## src/rtl/glb_block_framer.sv

```systemverilog
// -----------------------------------------------------------------------------
// glb_block_framer
//
// Producer stage feeding the GLB read-side consumer. Raw words arriving on the
// input port are collected into a single internal buffer until in_last (or
// until the buffer holds DEPTH words). The block is then re-emitted on the
// output port as a length-prefixed frame:
//   header word (data-word count, zero-extended), then the data words in order.
// Once NUM_BLOCKS frames have been sent, done rises and stays high until
// reset. NUM_BLOCKS = 0 means unlimited; done never rises.
//
// Optional feature (macro GLB_FRAMER_CHECKSUM_EN):
//   A DATA_WIDTH-bit wrap-around sum of the block's data words is appended
//   after the last data word as an extra frame word. The header still counts
//   data words only.
//
// Ports:
//   clk        clock
//   rst_n      synchronous active-low reset (clears state, counters, outputs)
//   in_data    input data word
//   in_valid   input word valid
//   in_last    final word of the current block (ignored while in_valid=0)
//   in_ready   framer accepts an input word (high only while filling)
//   out_data   header, data or checksum word (registered)
//   out_valid  out_data valid (registered, independent of out_ready)
//   out_ready  downstream accepts a word
//   trunc      one-cycle pulse: block force-closed at DEPTH words
//   done       sticky: NUM_BLOCKS frames fully transmitted
// -----------------------------------------------------------------------------

module glb_block_framer #(
    parameter int DATA_WIDTH = 16,
    parameter int DEPTH      = 256,
    parameter int NUM_BLOCKS = 2
) (
    input  logic                  clk,
    input  logic                  rst_n,
    input  logic [DATA_WIDTH-1:0] in_data,
    input  logic                  in_valid,
    input  logic                  in_last,
    output logic                  in_ready,
    output logic [DATA_WIDTH-1:0] out_data,
    output logic                  out_valid,
    input  logic                  out_ready,
    output logic                  trunc,
    output logic                  done
);

    // Buffer address width, word counter width (must hold DEPTH itself) and
    // block counter width (must hold NUM_BLOCKS itself, since it saturates).
    localparam int PTR_W = (DEPTH > 1) ? $clog2(DEPTH) : 1;
    localparam int CNT_W = $clog2(DEPTH) + 1;
    localparam int BLK_W = (NUM_BLOCKS > 0) ? $clog2(NUM_BLOCKS + 1) : 1;

    typedef enum logic [2:0] {
        ST_FILL  = 3'd0,
        ST_HDR   = 3'd1,
        ST_DRAIN = 3'd2,
`ifdef GLB_FRAMER_CHECKSUM_EN
        ST_CKSUM = 3'd3,
`endif
        ST_DONE  = 3'd4
    } state_e;

    // -------------------------------------------------------------------------
    // State and registered outputs
    // -------------------------------------------------------------------------
    state_e                  state_q,     state_d;
    logic [CNT_W-1:0]        cnt_q,       cnt_d;
    logic [PTR_W-1:0]        rd_ptr_q,    rd_ptr_d;
    logic [BLK_W-1:0]        blk_cnt_q,   blk_cnt_d;
    logic                    in_ready_q,  in_ready_d;
    logic                    out_valid_q, out_valid_d;
    logic [DATA_WIDTH-1:0]   out_data_q,  out_data_d;
    logic                    trunc_q,     trunc_d;
    logic                    done_q,      done_d;
`ifdef GLB_FRAMER_CHECKSUM_EN
    logic [DATA_WIDTH-1:0]   sum_q,       sum_d;
`endif

    // Block buffer
    logic [DATA_WIDTH-1:0]   mem_q [DEPTH];

    // Handshake and control helpers
    logic                    in_fire;
    logic                    out_fire;
    logic                    wr_en;
    logic                    rd_last;
    logic                    last_blk;
    logic                    blk_end;
    logic [PTR_W-1:0]        rd_inc;

    assign in_fire  = in_valid && in_ready_q;
    assign out_fire = out_valid_q && out_ready;

    // The data word being presented is the final one of the block.
    assign rd_last  = (CNT_W'(rd_ptr_q) == (cnt_q - CNT_W'(1)));
    assign rd_inc   = rd_ptr_q + PTR_W'(1);

    // The block now completing is the one that reaches NUM_BLOCKS.
    assign last_blk = (NUM_BLOCKS != 0) && ((int'(blk_cnt_q) + 1) == NUM_BLOCKS);

    // -------------------------------------------------------------------------
    // Next-state logic
    // -------------------------------------------------------------------------
    always_comb begin
        // NOTE: every variable driven here gets a default first so no path
        // leaves it unassigned; that is what keeps this block free of latches.
        state_d     = state_q;
        cnt_d       = cnt_q;
        rd_ptr_d    = rd_ptr_q;
        blk_cnt_d   = blk_cnt_q;
        in_ready_d  = in_ready_q;
        out_valid_d = out_valid_q;
        out_data_d  = out_data_q;
        trunc_d     = 1'b0;
        done_d      = done_q;
        wr_en       = 1'b0;
        blk_end     = 1'b0;
`ifdef GLB_FRAMER_CHECKSUM_EN
        sum_d       = sum_q;
`endif

        case (state_q)
            ST_FILL: begin
                // in_ready is low for the first cycle after reset and rises
                // here; it drops on the edge that closes the block.
                in_ready_d  = 1'b1;
                out_valid_d = 1'b0;
                if (in_fire) begin
                    wr_en = 1'b1;
                    cnt_d = cnt_q + CNT_W'(1);
`ifdef GLB_FRAMER_CHECKSUM_EN
                    // The first word of a block restarts the running sum.
                    sum_d = ((cnt_q == '0) ? '0 : sum_q) + in_data;
`endif
                    if (in_last || (cnt_d == CNT_W'(DEPTH))) begin
                        state_d     = ST_HDR;
                        in_ready_d  = 1'b0;
                        out_valid_d = 1'b1;
                        out_data_d  = DATA_WIDTH'(cnt_d);
                        // A block closed by the size limit rather than by
                        // in_last is flagged for one cycle.
                        trunc_d     = !in_last;
                    end
                end
            end

            ST_HDR: begin
                if (out_fire) begin
                    // out_data is registered, so the first data word is
                    // fetched on the header transfer.
                    state_d    = ST_DRAIN;
                    rd_ptr_d   = '0;
                    out_data_d = mem_q[PTR_W'(0)];
                end
            end

            ST_DRAIN: begin
                if (out_fire) begin
                    if (!rd_last) begin
                        rd_ptr_d   = rd_inc;
                        out_data_d = mem_q[rd_inc];
                    end else begin
`ifdef GLB_FRAMER_CHECKSUM_EN
                        state_d    = ST_CKSUM;
                        out_data_d = sum_q;
`else
                        blk_end    = 1'b1;
`endif
                    end
                end
            end

`ifdef GLB_FRAMER_CHECKSUM_EN
            ST_CKSUM: begin
                if (out_fire) begin
                    blk_end = 1'b1;
                end
            end
`endif

            ST_DONE: begin
                in_ready_d  = 1'b0;
                out_valid_d = 1'b0;
                done_d      = 1'b1;
            end

            default: begin
                state_d     = ST_FILL;
                in_ready_d  = 1'b0;
                out_valid_d = 1'b0;
            end
        endcase

        // Frame fully transmitted: release the buffer and either accept the
        // next block or stop for good.
        if (blk_end) begin
            cnt_d       = '0;
            rd_ptr_d    = '0;
            out_valid_d = 1'b0;
            out_data_d  = '0;
            if ((NUM_BLOCKS != 0) && (int'(blk_cnt_q) < NUM_BLOCKS)) begin
                blk_cnt_d = blk_cnt_q + BLK_W'(1);
            end
            if (last_blk) begin
                state_d    = ST_DONE;
                in_ready_d = 1'b0;
                done_d     = 1'b1;
            end else begin
                state_d    = ST_FILL;
                in_ready_d = 1'b1;
            end
        end
    end

    // -------------------------------------------------------------------------
    // State registers
    // -------------------------------------------------------------------------
    always_ff @(posedge clk) begin
        // NOTE: sequential state uses non-blocking assignments so every flop
        // samples the values from before this edge, independent of order.
        if (!rst_n) begin
            state_q     <= ST_FILL;
            cnt_q       <= '0;
            rd_ptr_q    <= '0;
            blk_cnt_q   <= '0;
            in_ready_q  <= 1'b0;
            out_valid_q <= 1'b0;
            out_data_q  <= '0;
            trunc_q     <= 1'b0;
            done_q      <= 1'b0;
`ifdef GLB_FRAMER_CHECKSUM_EN
            sum_q       <= '0;
`endif
        end else begin
            state_q     <= state_d;
            cnt_q       <= cnt_d;
            rd_ptr_q    <= rd_ptr_d;
            blk_cnt_q   <= blk_cnt_d;
            in_ready_q  <= in_ready_d;
            out_valid_q <= out_valid_d;
            out_data_q  <= out_data_d;
            trunc_q     <= trunc_d;
            done_q      <= done_d;
`ifdef GLB_FRAMER_CHECKSUM_EN
            sum_q       <= sum_d;
`endif
        end
    end

    // -------------------------------------------------------------------------
    // Block buffer
    // -------------------------------------------------------------------------
    // NOTE: the buffer is deliberately not reset; a word is only ever read
    // after it has been written in the current block, so stale contents are
    // never observed, and leaving out the reset lets this map onto RAM.
    always_ff @(posedge clk) begin
        if (wr_en) begin
            mem_q[cnt_q[PTR_W-1:0]] <= in_data;
        end
    end

    assign in_ready  = in_ready_q;
    assign out_valid = out_valid_q;
    assign out_data  = out_data_q;
    assign trunc     = trunc_q;
    assign done      = done_q;

endmodule

```

## config.mk

```make
export PLATFORM = sky130hd
export DESIGN_NAME = glb_block_framer
export DESIGN_NICKNAME = d
export VERILOG_FILES = /design/src/rtl/glb_block_framer.sv
export SDC_FILE = /design/constraint.sdc
export NUM_CORES = 2
export LEC_CHECK = 0
export ABC_AREA = 1
export CORE_MARGIN = 5
export CORE_UTILIZATION = 30
export CTS_CLUSTER_SIZE = 12
export DETAILED_ROUTE_END_ITERATION = 8
export PLACE_DENSITY = 0.44
export SLEW_MARGIN = 20
export SYNTH_ARGS = -nofsm -noshare
export SYNTH_HDL_FRONTEND = slang
export SYNTH_SLANG_ARGS = --single-unit
```

## constraint.sdc

```tcl
create_clock -name clk -period 4.4 [get_ports clk]
set_input_delay 1.32 -clock clk [delete_from_list [all_inputs] [get_ports clk]]
set_output_delay 1.32 -clock clk [all_outputs]
set_load 0.005 [all_outputs]
```

# --- After elaboration in Yosys (flattened, before gate mapping) ---
# Memory sizes are Yosys's and may differ from the RTL's.
# Cells that the tools add are included.
word_totals:
  regBits: 42
  word_cells: 83
  mem_bits_rw: 4096
  output_inout_bits: 20
  input_bits: 21
  mem_count: 1
classes:
  reduce_logical: 16
  muxes: 34
  bitwise: 1
  order_cmp: 1
  eq_ne: 16
  n_addsub: 5
memory_table:
  columns: ["name", "depth", "width", "read_ports", "rd_clocked_by_memory_dff", "wr", "line_no", "rtl"]
  rows:
  - ["mem_q", 256, 16, 2, 0, 1, "82", "logic [DATA_WIDTH-1:0] mem_q [DEPTH];"]
ops:
  columns: ["cell", "n"]
  rows:
  - ["16-bit two-way mux", 5]
  - ["16-bit one-hot mux with 3 select lines", 1]
  - ["8-bit two-way mux", 3]
  - ["1-bit two-way mux", 16]
  - ["8-bit one-hot mux with 2 select lines", 1]
  - ["3-bit two-way mux", 5]
  - ["4-bit AND reduction", 3]
  - ["2-bit != test, second input constant", 5]
  - ["9-bit by 1-bit adder with 9-bit output, second input constant", 1]
  - ["8-bit by 9-bit equality test with 1-bit output", 1]
  - ["9-bit equality test, second input constant", 1]
  - ["3-bit != test, second input constant", 3]
  - ["3-bit one-hot mux with 3 select lines", 1]
  - ["9-bit by 1-bit subtractor with 9-bit output, second input constant", 1]
  - ["8-bit by 1-bit adder with 8-bit output, second input constant", 1]
  - ["3-bit by 2-bit equality test with 1-bit output, second input constant", 2]
  - ["6-bit AND reduction", 1]
  - ["2-bit OR reduction", 3]
  - ["2-bit by 1-bit != test with 1-bit output, second input constant", 2]
  - ["1-bit one-hot mux with 2 select lines", 2]
  - ["2-bit AND reduction", 2]
  - ["2-bit by 1-bit adder with 3-bit output, second input constant", 1]
  - ["3-bit by 1-bit equality test with 1-bit output, second input constant", 1]
  - ["3-bit equality test, second input constant", 1]
  - ["other kinds (9)", 10]

# --- Logic depth before layout (Yosys ltp) ---
depth:
  depth_word: 7
  mapped_depth: 18
  depth_no_buf: 17

# --- Least setup slack after synthesis ---
# OpenSTA, ideal clock, no wires.
synth_timing:
  kind: "in2reg"
  from: "in in_valid"
  to: "mem mem_q[119][0], enable pin"
  t_required_ns: 4.012
  path_buffers: 1
  cell_stages: 7
  setup_slack_ns: 0.977
  arrival_time_ns: 3.035
  setup_time_ns: 0.388
  path_cell_list: "nand2_1 > nor2_2 > inv_2 > nor2_1 > nand3_1 > buf_2 > nor2_1"
synth_between:
  elab_chain_len: 5
synth_lines:
  columns: ["element", "line_no", "rtl"]
  rows:
  - ["start: declaration", "39", "input logic in_valid,"]
  - ["1-bit logical AND", "93", "assign in_fire = in_valid && in_ready_q;"]
  - ["1-bit two-way mux", "130", "if (in_fire) begin"]
  - ["1-bit two-way mux", "124", "case (state_q)"]
  - ["1-bit two-way mux", "259", "if (wr_en) begin"]
  - ["1-bit two-way mux (not written as such)", "260", "mem_q[cnt_q[PTR_W-1:0]] <= in_data;"]
  - ["end: declaration", "82", null]
# No other way between the ends.

# --- Final worst setup path ---
layout_timing:
  from: "reg rd_ptr_q[0]"
  to: "reg out_data_q[9], in the netlist out_data[9]"
layout_between:
  elab_chain_len: 5
  elab_cells_between_ends: 12
  classes_between: "1 x add/sub; 2 x eq/ne; 6 x mux; 2 x reduce/logical; 1 x memory"
layout_lines:
  columns: ["element", "line_no", "rtl"]
  rows:
  - ["start: declaration", "70", "logic [PTR_W-1:0] rd_ptr_q, rd_ptr_d;"]
  - ["start signal: assignment", "239", "rd_ptr_q <= rd_ptr_d;"]
  - ["8-bit by 1-bit adder with 8-bit output or 8-bit by 9-bit equality test with 1-bit output (tied branches)", "98, 97", null]
  - ["memory read 256 x 16 bit or 1-bit two-way mux (tied branches)", null, null]
  - ["16-bit two-way mux or 1-bit two-way mux (tied branches)", "161, 160", null]
  - ["16-bit two-way mux or 1-bit two-way mux (tied branches)", "160, 124", null]
  - ["16-bit one-hot mux with 3 select lines or 2-bit OR reduction (tied branches)", null, null]
  - ["end signal: assignment", "243", "out_data_q <= out_data_d;"]
  - ["end: declaration", "74", "logic [DATA_WIDTH-1:0] out_data_q, out_data_d;"]
# Several ways; a longest one is shown, not always the timed one. The select of a mux whose other input is x is not followed.
# A chain may end at the register's enable or synchronous reset.

==> results_dict.tcl <==
set metrics [dict create \
    grt_overflow 0 \
    root_buffer "clkbuf_16" \
    ant_nets 0 \
    powerDensity_nw_per_um2 423 \
    synth-edff-count 4096 \
    p_int_mw 65.0 \
    power.total_mw 82.3 \
    dpl.cell_count 21200 \
    drv_slew 0 \
    synth_warnings 0 \
    rows 274 \
    rsz0062_at_grt "no" \
    h-tree-depth 5 \
    synth_cells 14000 \
    status "complete, no violations" \
    fin_crit_sh 0.904 \
    die-area_um2 571000 \
    tritoncts "built" \
    postCtsSetupBuffers 0 \
    routedWlPerCell_um 25.2 \
    seq_power_share 0.528 \
    postCtsHoldBufs 0 \
    critPathMaxFanout 33 \
    clk_pin_slew_ns 0.06 \
    syn_to_final_growth_pct 16.4 \
    port_buffers 40 \
    syn_avg_cell_area_um2 12.0 \
    power_frac_clock 0.455 \
    whs_path_depth 1 \
    grt_max_degree 161 \
    coreArea_um2 556000 \
    crit_type "reg -> reg" \
    num_vias 109000 \
    drc 0 \
    dp_hpwl_um 328000 \
    fin_cells 22000 \
    grt_pass1_wl_um 791000 \
    placed_cell_area_um2 180000 \
    cp.arrival_ns 4.96 \
    cts_buffer_depth 4 \
    cts-resized-gates 0 \
    antenna_found_initial 32 \
    grt_pass1_vias 105000 \
    cts-buffers-inserted 456 \
    reg2reg_depth 17 \
    ios 41 \
    crit_path_end_kind "register" \
    finalSetupTns_ns 0 \
    p_comb_frac 0.017 \
    maxSlewHeadroom 0.183 \
    setup_viol 0 \
    hold_path.class "reg -> reg" \
    yosysSeqAreaShare 0.742 \
    die_height_um 756 \
    fin_crit_ns 3.98 \
    start_kind "register" \
    drive_gt1_frac 0.0977 \
    syn_nets 14000 \
    leakage_nw 66.6 \
    hold_viol_final 0 \
    first_pass_iters 5 \
    worst_pin_slew_ns 1.23 \
    switching_share 0.210 \
    grtUsageTotal 0.188 \
    vias_per_cell 4.96 \
    required_ns 5.38 \
    synth.distinct_cells 38 \
    p_sw_mw 17.3 \
    final_nets 14200 \
    fmax_ghz 0.251 \
    maxCapViolations 0 \
    hold_slack_ns 0.462 \
    ys_async_sr_fraction 0 \
    drt_iter0_drc 10700 \
    yosys_most_used_dff "edfxtp_1" \
    vdd_drop_max_mv 0.356 \
    clock_latency_ns 1.03 \
    syn_area_um2 167000 \
    die_w_um 756 \
    fin_area_um2 194000 \
    initial_core_util 0.300 \
    ys_ff_latch 4138 \
    routabilityCongestion 0.849 \
    routed_wl_um 555000 \
    cts.sinks 4138 \
    skew_ns 0.0701 \
]
[layout make-up]
type	count	area (um2)
diodes	13	32.5
inverters	108	442
well taps	7452	9320
multi-input cells	8775	38800
fillers	54800	361000
repair buffers	694	7430
flip-flops and latches	4138	124000
clock inverters	253	2270
clock buffers	589	12200
[worst max-delay path, cell delays in order, from the launching register on]
cell	delay (ns)
dfxtp_4	0.48
ha_4	0.19
inv_1	0.04
nand2_1	0.15
nand2_8	0.27
inv_8	0.38
buf_12	0.26
buf_4	0.22
nand3_1	0.11
nand3_1	0.19
nand3_1	0.12
nand3_1	0.18
nand3_1	0.40
nand2_1	0.51
nand2_1	0.15
nand3_1	0.12
nand2_1	0.06
inv_1	0.05
[metal layers]
layer / global-route usage / share of wire / vias to the layer above
met5: 0 / 0 / -
met4: 0.0467 / 0.026 / 0
met3: 0.0222 / 0.054 / 642
met2: 0.302 / 0.47 / 3108
met1: 0.271 / 0.45 / 55200
li1: - / - / 50200
[final timing paths]
path	to	slack (ns)	startpoint
worst min-delay path	blk_cnt_q[0]	0.46	blk_cnt_q[0]
worst min register to register	blk_cnt_q[0]	0.46	blk_cnt_q[0]
worst max-delay path	out_data[9]	0.42	rd_ptr_q[0]
worst max register to register	out_data[9]	0.42	rd_ptr_q[0]
[registers in the layout, summed over array words and instances (netlist names)]
register / count
rd_ptr_q: 8
cnt_q: 9
mem_q: 4096
blk_cnt_q: 2
state_q: 3
done: 1
out_valid: 1
in_ready: 1
out_data: 16
trunc: 1
[kinds of logic (layout without fill, tap and decap cells)]
family / Yosys count / in the layout / share of synthesized area
compound gates: 87 / 87 / 0.00280
xor+xnor: 13 / 13 / 0.000682
fa+ha+maj: 7 / 7 / 0.000525
buf+inv: 1053 / 1644 / 0.0281
flops: 4138 / 4138 / 0.742
other cells: 0 / 13 / 0
simple gates: 8668 / 8668 / 0.226
[cells in the final DEF, fill, tap and decap left out, types with 31 or more instances in the layout]
cell	n
inv_1	90
nor2_2	76
clkinv_1	118
a21oi_1	51
clkbuf_16	464
buf_12	163
nand2_1	4238
buf_4	491
clkinv_2	80
clkbuf_1	111
edfxtp_1	4096
nor2_1	245
bufinv_16	31
dfxtp_1	41
nand3_1	4060
[cell usage after synthesis (all sizes together), types with 4 or more instances]
| library cell | instances | area [um2] |
|---|---|---|
| nand4 | 7 | 50.1 |
| nor2 | 324 | 1250 |
| xor2 | 8 | 70.1 |
| a21oi | 51 | 255 |
| buf | 639 | 3130 |
| o21ai | 27 | 143 |
| edfxtp | 4096 | 123000 |
| clkbuf | 306 | 1150 |
| dfxtp | 42 | 841 |
| inv | 107 | 402 |
| nor3 | 4 | 25.0 |
| xnor2 | 5 | 43.8 |
| ha | 7 | 87.6 |
| nand2 | 4268 | 16000 |
| nand3 | 4065 | 20400 |
[through the flow]
| step | utilization | setup slack, ns |
|---|---|---|
| 5_1_grt | 0.350 | 0.334 |
| 3_5_place_dp | 0.324 | 0.0709 |
| 3_3_place_gp | 0.324 | 0.0756 |
| 2_1_floorplan | - | 0.977 |
| 4_1_cts | 0.350 | 0.458 |
| 6_report | 0.350 | 0.422 |
[power groups by stage]
stage / clock network [mW] / logic [mW] / registers, mW
2_1_floorplan: 0 / 0.186 / 44.2
3_3_place_gp: 0 / 1.42 / 44.3
3_5_place_dp: 0 / 1.43 / 44.3
4_1_cts: 38.3 / 1.43 / 43.4
5_1_grt: 39.9 / 1.48 / 43.4
6_report: 37.4 / 1.39 / 43.4
No activity file was read; power rests on OpenSTA's default activity.
